==> src/rtl/m92_sound_latch.sv <==
// rtl/m92_sound_latch.sv - M92 main-to-sound command latch with reply byte and sound-side register window.
// Optional FIFO command path enabled by M92_SNDLATCH_FIFO_EN; otherwise a single register plus full flag.
module m92_sound_latch #(
    parameter int DEPTH = 4
) (
    input  logic        CLK_32M,
    input  logic        reset_n,
    input  logic        main_wr,
    input  logic [7:0]  main_din,
    input  logic        main_rd,
    output logic [15:0] main_dout,
    output logic        main_irq,
    input  logic        snd_cs,
    input  logic        snd_wr,
    input  logic        snd_rd,
    input  logic [1:0]  snd_a,
    input  logic [7:0]  snd_din,
    output logic [7:0]  snd_dout,
    output logic        snd_irq
);

    localparam int CW = $clog2(DEPTH) + 1;

    logic main_wr_q, main_rd_q, snd_wr_q, snd_rd_q;
    logic push, main_rd_e, snd_wr_e, snd_rd_e;
    logic pop_req, ack, ovf_clr, reply_wr;

    logic [CW-1:0] count, count_nxt;
    logic          empty;
    logic          do_push, do_pop, ovf_set, rearm_nxt;
    logic [7:0]    head, rd_data;

    logic          ovf, reply_pending, rearm, irq;
    logic [7:0]    reply;

    assign push      = main_wr & ~main_wr_q;
    assign main_rd_e = main_rd & ~main_rd_q;
    assign snd_wr_e  = (snd_cs & snd_wr) & ~snd_wr_q;
    assign snd_rd_e  = (snd_cs & snd_rd) & ~snd_rd_q;

    assign pop_req  = snd_rd_e & (snd_a == 2'd2);
    assign ack      = snd_wr_e & (snd_a == 2'd1);
    assign ovf_clr  = snd_wr_e & (snd_a == 2'd0);
    assign reply_wr = snd_wr_e & (snd_a == 2'd3);

    assign empty = (count == '0);

`ifdef M92_SNDLATCH_FIFO_EN
    localparam int PW = $clog2(DEPTH);

    logic [7:0]    mem [DEPTH];
    logic [PW-1:0] wr_ptr, rd_ptr;
    logic          full;

    assign full = (count == CW'(DEPTH));

    // A pop frees a slot in the same cycle, so a push while full still lands.
    always_comb begin
        do_pop    = pop_req & ~empty;
        do_push   = push & (~full | do_pop);
        ovf_set   = push & full & ~do_pop;
        count_nxt = count + CW'(do_push) - CW'(do_pop);
        head      = mem[rd_ptr];
        rearm_nxt = ack & (count_nxt != '0);
    end

    always_ff @(posedge CLK_32M or negedge reset_n) begin
        if (!reset_n) begin
            wr_ptr <= '0;
            rd_ptr <= '0;
        end else begin
            if (do_push) wr_ptr <= wr_ptr + 1'b1;
            if (do_pop)  rd_ptr <= rd_ptr + 1'b1;
        end
    end

    always_ff @(posedge CLK_32M) begin
        if (do_push) mem[wr_ptr] <= main_din;
    end
`else
    logic [7:0] slot;
    logic       full;

    // count only ever holds 0 or 1 here and serves as the full flag.
    assign full = count[0];

    always_comb begin
        do_pop    = pop_req & full;
        do_push   = push;
        ovf_set   = push & full & ~do_pop;
        count_nxt = do_push ? CW'(1) : (do_pop ? '0 : count);
        head      = slot;
        rearm_nxt = 1'b0;
    end

    always_ff @(posedge CLK_32M or negedge reset_n) begin
        if (!reset_n) begin
            slot <= 8'hFF;
        end else if (do_push) begin
            slot <= main_din;
        end
    end
`endif

    always_comb begin
        rd_data = 8'hFF;
        case (snd_a)
            2'd0:    rd_data = {ovf, 5'b0, reply_pending, ~empty};
            2'd1:    rd_data = 8'hFF;
            2'd2:    rd_data = do_pop ? head : 8'hFF;
            default: rd_data = reply;
        endcase
    end

    always_ff @(posedge CLK_32M or negedge reset_n) begin
        if (!reset_n) begin
            main_wr_q     <= 1'b0;
            main_rd_q     <= 1'b0;
            snd_wr_q      <= 1'b0;
            snd_rd_q      <= 1'b0;
            count         <= '0;
            ovf           <= 1'b0;
            rearm         <= 1'b0;
            irq           <= 1'b0;
            reply         <= 8'hFF;
            reply_pending <= 1'b0;
            snd_dout      <= 8'hFF;
        end else begin
            main_wr_q <= main_wr;
            main_rd_q <= main_rd;
            snd_wr_q  <= snd_cs & snd_wr;
            snd_rd_q  <= snd_cs & snd_rd;
            count     <= count_nxt;

            if (ovf_set)      ovf <= 1'b1;
            else if (ovf_clr) ovf <= 1'b0;

            // rearm drops irq for one cycle so each remaining byte gets a fresh edge.
            rearm <= rearm_nxt;
            irq   <= do_push | (irq & ~ack) | rearm;

            if (reply_wr) begin
                reply         <= snd_din;
                reply_pending <= 1'b1;
            end else if (main_rd_e) begin
                reply_pending <= 1'b0;
            end

            if (snd_rd_e) snd_dout <= rd_data;
        end
    end

    assign snd_irq   = irq;
    assign main_irq  = reply_pending;
    assign main_dout = {8'hFF, reply};

endmodule

==> config.mk <==
export PLATFORM = sky130hd
export DESIGN_NAME = m92_sound_latch
export DESIGN_NICKNAME = d
export VERILOG_FILES = /design/src/rtl/m92_sound_latch.sv
export SDC_FILE = /design/constraint.sdc
export NUM_CORES = 1
export LEC_CHECK = 0
export ABC_CLOCK_PERIOD_IN_PS = 1600
export CAP_MARGIN = 20
export CORE_ASPECT_RATIO = 0.9
export CORE_MARGIN = 2
export CORE_UTILIZATION = 44
export DETAILED_ROUTE_END_ITERATION = 16
export PLACE_DENSITY_LB_ADDON = 0.25
export SYNTH_ARGS = -nofsm -noshare
export SYNTH_HDL_FRONTEND = slang
export SYNTH_SLANG_ARGS = --single-unit
==> constraint.sdc <==
create_clock -name CLK_32M -period 1.6 [get_ports CLK_32M]
set_input_delay 0.48 -clock CLK_32M [delete_from_list [all_inputs] [get_ports CLK_32M]]
set_output_delay 0.48 -clock CLK_32M [all_outputs]
set_load 0.05 [all_outputs]
== After elaboration in Yosys (flattened, before gate mapping) ==
Cells that the tools add are included.

* Register bits: 34
* Bits of input ports: 25
* Output and inout port bits: 26
* Word-level logic and storage cells: 49

* Equality and inequality tests: 3
* Muxes and demuxes: 8
* Bitwise logic cells: 22
* Reductions and logical operators: 5

{| class="wikitable"
|+ Operator list
! kind !! count
|-
| one-hot mux 8 bit (3 select lines) || 1
|-
| AND 1 bit || 14
|-
| 2-to-1 mux 8 bit || 1
|-
| inverter 1 bit || 7
|-
| 2-to-1 mux 3 bit || 2
|-
| nonzero test 2 bit || 3
|-
| == test 2 bit, second input constant || 2
|-
| 2-to-1 mux 1 bit || 4
|-
| zero test 3 bit || 1
|-
| == test 2 x 1 -> 1 bit, second input constant || 1
|-
| zero test 2 bit || 1
|-
| bitwise OR 1 bit || 1
|}

== Depth between registers and ports, before layout ==
Gate-level depths: netlist of the first run.

* Depth in word-level cells: 7
* Gate-level depth with buffers: 5
* Mapped depth without buffers: 3

== Worst setup path after synthesis of the first run ==
No wires, ideal clock.

* Path kind: in2reg
* Start: input port snd_wr
* End: register reply[0]
* Library setup time: 0.082 ns
* Arrival time: 1.260 ns
* Data required time: 1.518 ns
* Setup slack: 0.257 ns
* Cell stages on the path: 3
* Buffers on the path: 0
* Path through: nand3_1 > nor3_4 > mux2_2

* Word-level cells in the longest chain between the ends: 3

{| class="wikitable"
|+ Ends and longest elaborated chain
! element !! line !! text
|-
| start, declared || 14 || <nowiki>input logic snd_wr,</nowiki>
|-
| AND 1 bit (2 in series) || 38 || <nowiki>assign snd_wr_e = (snd_cs & snd_wr) & ~snd_wr_q;</nowiki>
|-
| AND 1 bit || 44 || <nowiki>assign reply_wr = snd_wr_e & (snd_a == 2'd3);</nowiki>
|-
| end signal, assigned || 143 || <nowiki>reply <= snd_din;</nowiki>
|-
| end, declared || 34 || <nowiki>logic [7:0] reply;</nowiki>
|}

No other way between the ends.
A chain may end at the register's enable or synchronous reset.

== Final worst setup path of the first run ==
* Start: input port snd_a[1]
* End: register reply[4]

* Word-level cells in the longest chain between the ends: 2

{| class="wikitable"
|+ Ends and longest elaborated chain
! element !! line !! text
|-
| start, declared || 16 || <nowiki>input logic [1:0] snd_a,</nowiki>
|-
| == test 2 bit || 44 ||
|-
| AND 1 bit || 44 ||
|}

No other way between the ends.

==> results of run 1 <==
[power by group]
group          internal (W)  leakage, nW  switching [W]
Clock              0.000161       0.0281       0.000251
Sequential          0.00102        0.343       0.000134
Combinational      0.000516        0.587       0.000544
[per-layer routing]
metal,track usage (%),vias up,wire [um]
li1,-,548,-
met3,6.21,4,186
met1,22.7,550,1270
met4,4.66,0,21
met5,0,-,0
met2,32.0,40,1690
[metrics by stage]
step / setup TNS (ns) / worst slack (ns) / hold slack, ns / area [sq um]
CTS: 0 / 0.0301 / 0.464 / 2160
global placement: -3.22 / -0.258 / 0.449 / 2120
detailed placement: -4.04 / -0.310 / 0.450 / 2120
floorplan: 0 / 0.257 / 0.184 / 1430
finish: 0 / 0.0652 / 0.467 / 2170
global route: 0 / 0.0186 / 0.477 / 2170
[Yosys cell counts, types with 2 or more instances]
| library cell | count | share of area [%] |
|---|---|---|
| sky130_fd_sc_hd__dfrtp_1 | 8 | 14 |
| sky130_fd_sc_hd__a31oi_1 | 5 | 2.2 |
| sky130_fd_sc_hd__o22ai_1 | 3 | 1.3 |
| sky130_fd_sc_hd__and2_1 | 2 | 0.89 |
| sky130_fd_sc_hd__nor2b_1 | 2 | 0.89 |
| sky130_fd_sc_hd__nor3_1 | 2 | 0.71 |
| sky130_fd_sc_hd__dfstp_2 | 24 | 45 |
| sky130_fd_sc_hd__nand2b_1 | 3 | 1.3 |
| sky130_fd_sc_hd__buf_2 | 2 | 0.71 |
| sky130_fd_sc_hd__nor2_1 | 7 | 1.9 |
| sky130_fd_sc_hd__a221oi_1 | 2 | 1.2 |
| sky130_fd_sc_hd__o21ai_0 | 11 | 3.9 |
| sky130_fd_sc_hd__a21o_1 | 2 | 1.1 |
| sky130_fd_sc_hd__mux2_2 | 8 | 6.4 |
| sky130_fd_sc_hd__clkbuf_1 | 2 | 0.53 |
| sky130_fd_sc_hd__nand2_1 | 27 | 7.2 |
| sky130_fd_sc_hd__inv_1 | 3 | 0.80 |
| sky130_fd_sc_hd__buf_4 | 8 | 4.3 |
[cells by family (layout without fill, tap and decap cells)]
kind of cell | after synthesis | count (layout) | share of synthesized area (%)
DFF | 32 | 32 | 59.0
and+or+nand+nor | 47 | 47 | 15.5
other | 1 | 8 | 0.266
muxes | 9 | 9 | 7.11
buffers and inverters | 17 | 66 | 6.84
AOI/OAI and AO/OA | 26 | 26 | 11.3
[worst min path at each step]
stage / from / end / slack [ns]
final: head[2] / head[2] / 0.47
after global routing: head[5] / head[5] / 0.48
after CTS: head[2] / head[2] / 0.46
after detailed placement: head[2] / head[2] / 0.45
after global placement: head[5] / head[5] / 0.45
after floorplan: reset_n / count[0] / 0.18
[final cells by class]
cell class | count | share of cell area (%)
clock buffer | 6 | 1.91
clock inverter | 1 | 0.231
inverter | 4 | 0.693
multi-input combinational | 90 | 23.6
sequential | 32 | 38.3
tap | 42 | 2.42
timing repair buffer | 55 | 32.8
[cells in the final DEF (no fill, tap or decap), drive strengths merged, types with 2 or more instances in the layout]
cell	Yosys	layout
nand2b	3	3
a31oi	5	5
nor2	7	7
inv	4	4
o21ai	11	11
dfstp	24	24
o22ai	3	3
clkdlybuf4s50	0	24
nand2	27	27
nor3	3	3
buf	11	31
and2	2	2
a21o	2	2
nor2b	2	2
a221oi	2	2
conb	1	8
dfrtp	8	8
mux2	8	8
clkbuf	2	6
[worst max-delay path, stage by stage]
cell                              delay (ns)
sky130_fd_sc_hd__clkdlybuf4s50_1        0.54
sky130_fd_sc_hd__inv_2                  0.07
sky130_fd_sc_hd__nor3_4                 0.19
sky130_fd_sc_hd__buf_4                  0.17
sky130_fd_sc_hd__mux2_2                 0.33
[registers in the layout, indices dropped and copies added (netlist names)]
name       count
snd_rd_q       1
snd_wr_q       1
main_irq       1
reply          8
main_rd_q      1
count          1
head           8
ovf            1
snd_irq        1
main_wr_q      1
snd_dout       8
[timing repair]
action / CTS / global route
endpoints found under the hold margin: 0 / 0
resized for setup: 0 / 1
endpoints found under the setup margin: 0 / 8
==> impl_metrics.yaml, run 1 <==
floorplanning:
  die_width_um: 63.6
  initial_core_util_pct: 46.3
  chipHeight_um: 57.7
  pin_count: 51
  core_area_sq_um: 3040
  std_cell_rows: 19
  design.die.area_sq_um: 3670
synth:
  synth_enable_flop_cells: 0
  synthesis.area_sq_um: 1410
  register_area_share_after_synthesis_pct: 59.0
  avgSynthCellArea_sq_um: 10.7
  syn-instance-count: 132
  synth_top_flop_cell: "sky130_fd_sc_hd__dfstp_2"
  synth_cell_types: 29
  synthArstFlopShare_pct: 100
  ys_seq_elements: 32
  yosys_warnings: 0
final_layout:
  fin_util_pct: 71.2
  drive_above_1_share_pct: 38.3
  multiInputGateArea_sq_um: 512
  diodes_inserted: 0
  nNetsFinal: 213
  flow.area_growth_from_synthesis_pct: 54.0
  register_area_sq_um: 831
  layout.filler_cells: 227
  final-instance-count-excl-fill: 230
place:
  finalWeightedCongestion: 0.782
  cell_count_after_placement: 223
  placement.io_buffers: 42
  post-dp-hpwl_um: 2480
clock_network:
  clk_latency_ns: 0.33
  tritoncts: "done"
  cts-buffers-inserted: 5
  hold_buffers: 0
  post_cts_buffers: 0
  cts-root-to-sink-buffers: 2
  clock-sinks: 32
  clk_transition_reported_paths_ns: 0.09
  clk_root_buffer_cell: "sky130_fd_sc_hd__clkbuf_4"
  cts_htree_levels: 2
setup_path:
  cp_capture_type: "register"
  regToRegSetupSlack_ns: 0.39
  cp_max_fo: 5
  arrival_ns: 1.79
  startpoint_class_of_the_critical_path: "primary input"
  critical_path.reg2reg.endpoint: "reply[4]"
  setup.worst_path.end: "reply[4]"
  timing.critical_path.from: "snd_a[1]"
  worst-endpoint-required_ns: 1.85
  r2r.worst_path.cells: 3
  worst_r2r_startpoint: "snd_wr_q"
  criticalPathCategory: "primary input to register"
timing:
  setup-violations-final: 0
  setup_repair_after_global_routing_missed_its_margin: "no"
  timing.final.max_slew_violations: 0
  hold_violations: 0
  final_cycle_share_pct: 95.9
  finalCriticalPeriod_ns: 1.53
  finalClockSkew_ns: 0.0123
  maxClockFrequency_mhz: 652
routing:
  drc_errors: 0
  drt_pass1_iterations: 6
  drt_wl_total_um: 3170
  wire_per_inst_um: 13.8
  vias: 1142
  number_of_violations_reported_at_the_end_of_detailed_routing_iteration_0: 43
  postRouteAntennaNets: 0
  vias_per_cell: 4.97
min_path:
  hold-path-cell-count: 2
  hold_path.class: "register to register"
flow_run:
  max_cap_viol_count: 0
grt:
  antenna_found_initial: 0
  global_route.usage.total_pct: 18.6
  vias_in_the_first_global_route: 1141
  total_grt_overflow: 0
  grt_start_max_net_pins: 33
  first_pass_grt_wire_length_um: 5150
outcome:
  outcome: "complete, no violations"
power_and_ir_drop:
  p_per_area_nw_per_um2: 1210
  power.ir.vdd_worst_v: 0.000864
  fin_total_pwr_w: 0.00263
  total_leakage_power_nw: 0.958
Power figures use the tool's default switching activity.
==> run 2, diff against run 1 <==
Settings changed: CORE_UTILIZATION 44 to 40.
==> impl_metrics.yaml, run 2 (synthesized netlist as in run 1, its figures left out) <==
setup_path:
  timing.critical_path.buf_inv: 2
  cp_capture_type: "register"
  max_stage_delay_ns: 0.51
  crit_path_top_delay_cell: "sky130_fd_sc_hd__clkdlybuf4s50_1"
  timing.critical_path.max_delay_family: "buffers and inverters"
  criticalPathCategory: "primary input to register"
  worst_r2r_startpoint: "snd_wr_q"
  cp_max_fo: 4
  timing.critical_path.from: "snd_wr"
  worst-endpoint-required_ns: 1.80
  critical_path_cell_sequence: "clkdlybuf4s50_1 > nand3_2 > nor3_4 > buf_4 > mux2_2"
  startpoint_class_of_the_critical_path: "primary input"
  arrival_ns: 1.75
timing:
  final_cycle_share_pct: 96.5
  hold_violations: 0
  timing.final.max_slew_violations: 0
  maxClockFrequency_mhz: 647
  setup_repair_after_global_routing_missed_its_margin: "no"
  finalClockSkew_ns: 0.00975
  setup-violations-final: 0
  finalCriticalPeriod_ns: 1.54
power_and_ir_drop:
  fin_total_pwr_w: 0.00297
  total_leakage_power_nw: 1.01
  power.ir.vdd_worst_v: 0.000662
  p_per_area_nw_per_um2: 1320
floorplanning:
  std_cell_rows: 20
  design.die.area_sq_um: 4010
  die_width_um: 66.5
  pin_count: 51
  initial_core_util_pct: 41.7
  core_area_sq_um: 3380
  chipHeight_um: 60.3
final_layout:
  diodes_inserted: 0
  drive_above_1_share_pct: 38.5
  fin_util_pct: 66.5
  flow.area_growth_from_synthesis_pct: 59.6
  most_frequent_standard_cell_in_the_layout_excluding_fill_and_tap_cells: "sky130_fd_sc_hd__nand2_1"
  final-instance-count-excl-fill: 231
  nNetsFinal: 211
  layout.cells.most_common_list: "sky130_fd_sc_hd__nand2_1 (27), sky130_fd_sc_hd__dfstp_2 (24), sky130_fd_sc_hd__clkdlybuf4s50_1 (21), sky130_fd_sc_hd__buf_12 (20), sky130_fd_sc_hd__o21ai_0 (11)"
routing:
  vias: 1120
  vias_per_cell: 4.85
  wire_per_inst_um: 13.8
  drc_errors: 0
  drt_pass1_iterations: 4
  drt_wl_total_um: 3180
  number_of_violations_reported_at_the_end_of_detailed_routing_iteration_0: 28
  postRouteAntennaNets: 0
place:
  cell_count_after_placement: 223
  post-dp-hpwl_um: 2420
  placement.io_buffers: 42
  finalWeightedCongestion: 0.787
clock_network:
  cts-root-to-sink-buffers: 2
  cts_htree_levels: 2
  clk_transition_reported_paths_ns: 0.06
  cts-buffers-inserted: 5
  tritoncts: "done"
  clk_latency_ns: 0.29
  clk_root_buffer_cell: "sky130_fd_sc_hd__clkbuf_8"
  clock-sinks: 32
  hold_buffers: 0
grt:
  vias_in_the_first_global_route: 1067
  antenna_found_initial: 0
  global_route.usage.total_pct: 18.4
  first_pass_grt_wire_length_um: 5180
  total_grt_overflow: 0
  grt_start_max_net_pins: 33
outcome:
  outcome: "complete, no violations"
min_path:
  hold_start: "head[4]"
  hold_path.class: "register to register"
flow_run:
  max_cap_viol_count: 0
==> run 2: changes by cell type in the layout (fill, tap and decap cells not counted), sizes merged <==
cell	previous run	this run
dlymetal6s2s	0	3
buf	31	29
bufinv	0	1
clkdlybuf4s50	24	21
==> run 2: layout make-up <==
class	instances	area, sq um
Multi-Input combinational cell	90	518
Clock buffer	6	72.6
Clock inverter	2	35.0
Fill cell	259	1130
Sequential cell	32	831
Inverter	4	15.0
Timing Repair Buffer	53	719
Tap cell	44	55.1
==> run 2: metrics by stage <==
| step | cell area, sq um | worst slack (ns) | hold slack (ns) | TNS (ns) |
|---|---|---|---|---|
| 6_report | 2250 | 0.0553 | 0.459 | 0 |
| 5_1_grt | 2250 | 0.00488 | 0.476 | 0 |
| 4_1_cts | 2220 | 0.0121 | 0.462 | 0 |
| 3_5_place_dp | 2120 | -0.281 | 0.451 | -3.75 |
| 3_3_place_gp | 2120 | -0.255 | 0.447 | -3.36 |
| 2_1_floorplan | 1430 | 0.257 | 0.184 | 0 |
==> run 2: tightest hold or removal path: cells and delay by family, from the launching register on <==
kind / cells / cell delay (ns)
and+or+nand+nor: 2 / 0.10
DFF: 1 / 0.37
==> run 2: timing repair <==
item                                    in CTS  in global routing
buffers inserted                             0                  0
gates resized for setup                      0                  6
endpoints found under the setup margin       0                 10
==> run 2: final timing paths <==
check,endpoint,slack (ns),cells past startpoint
max,reply[1],0.06,5
min,head[4],0.46,2
max reg2reg,reply[1],0.40,3
min reg2reg,head[4],0.46,2
max in group asynchronous,head[7],0.81,2
min in group asynchronous,snd_wr_q,0.55,2
==> run 2: layer usage <==
| metal | global-route usage (%) | part of all wire, % |
|---|---|---|
| met2 | 28.1 | 48 |
| met1 | 23.0 | 44 |
| met4 | 8.75 | 2.0 |
| met3 | 6.97 | 6.7 |
| met5 | 0 | 0 |
==> run 2: report_power, final <==
group	leakage [nW]	switching (W)	total, W	internal (W)
combinational	0.612	0.000546	0.00106	0.000518
clock	0.0552	0.000286	0.000747	0.000461
sequential	0.343	0.000136	0.00116	0.00102
total	1.01	0.000968	0.00297	0.00200
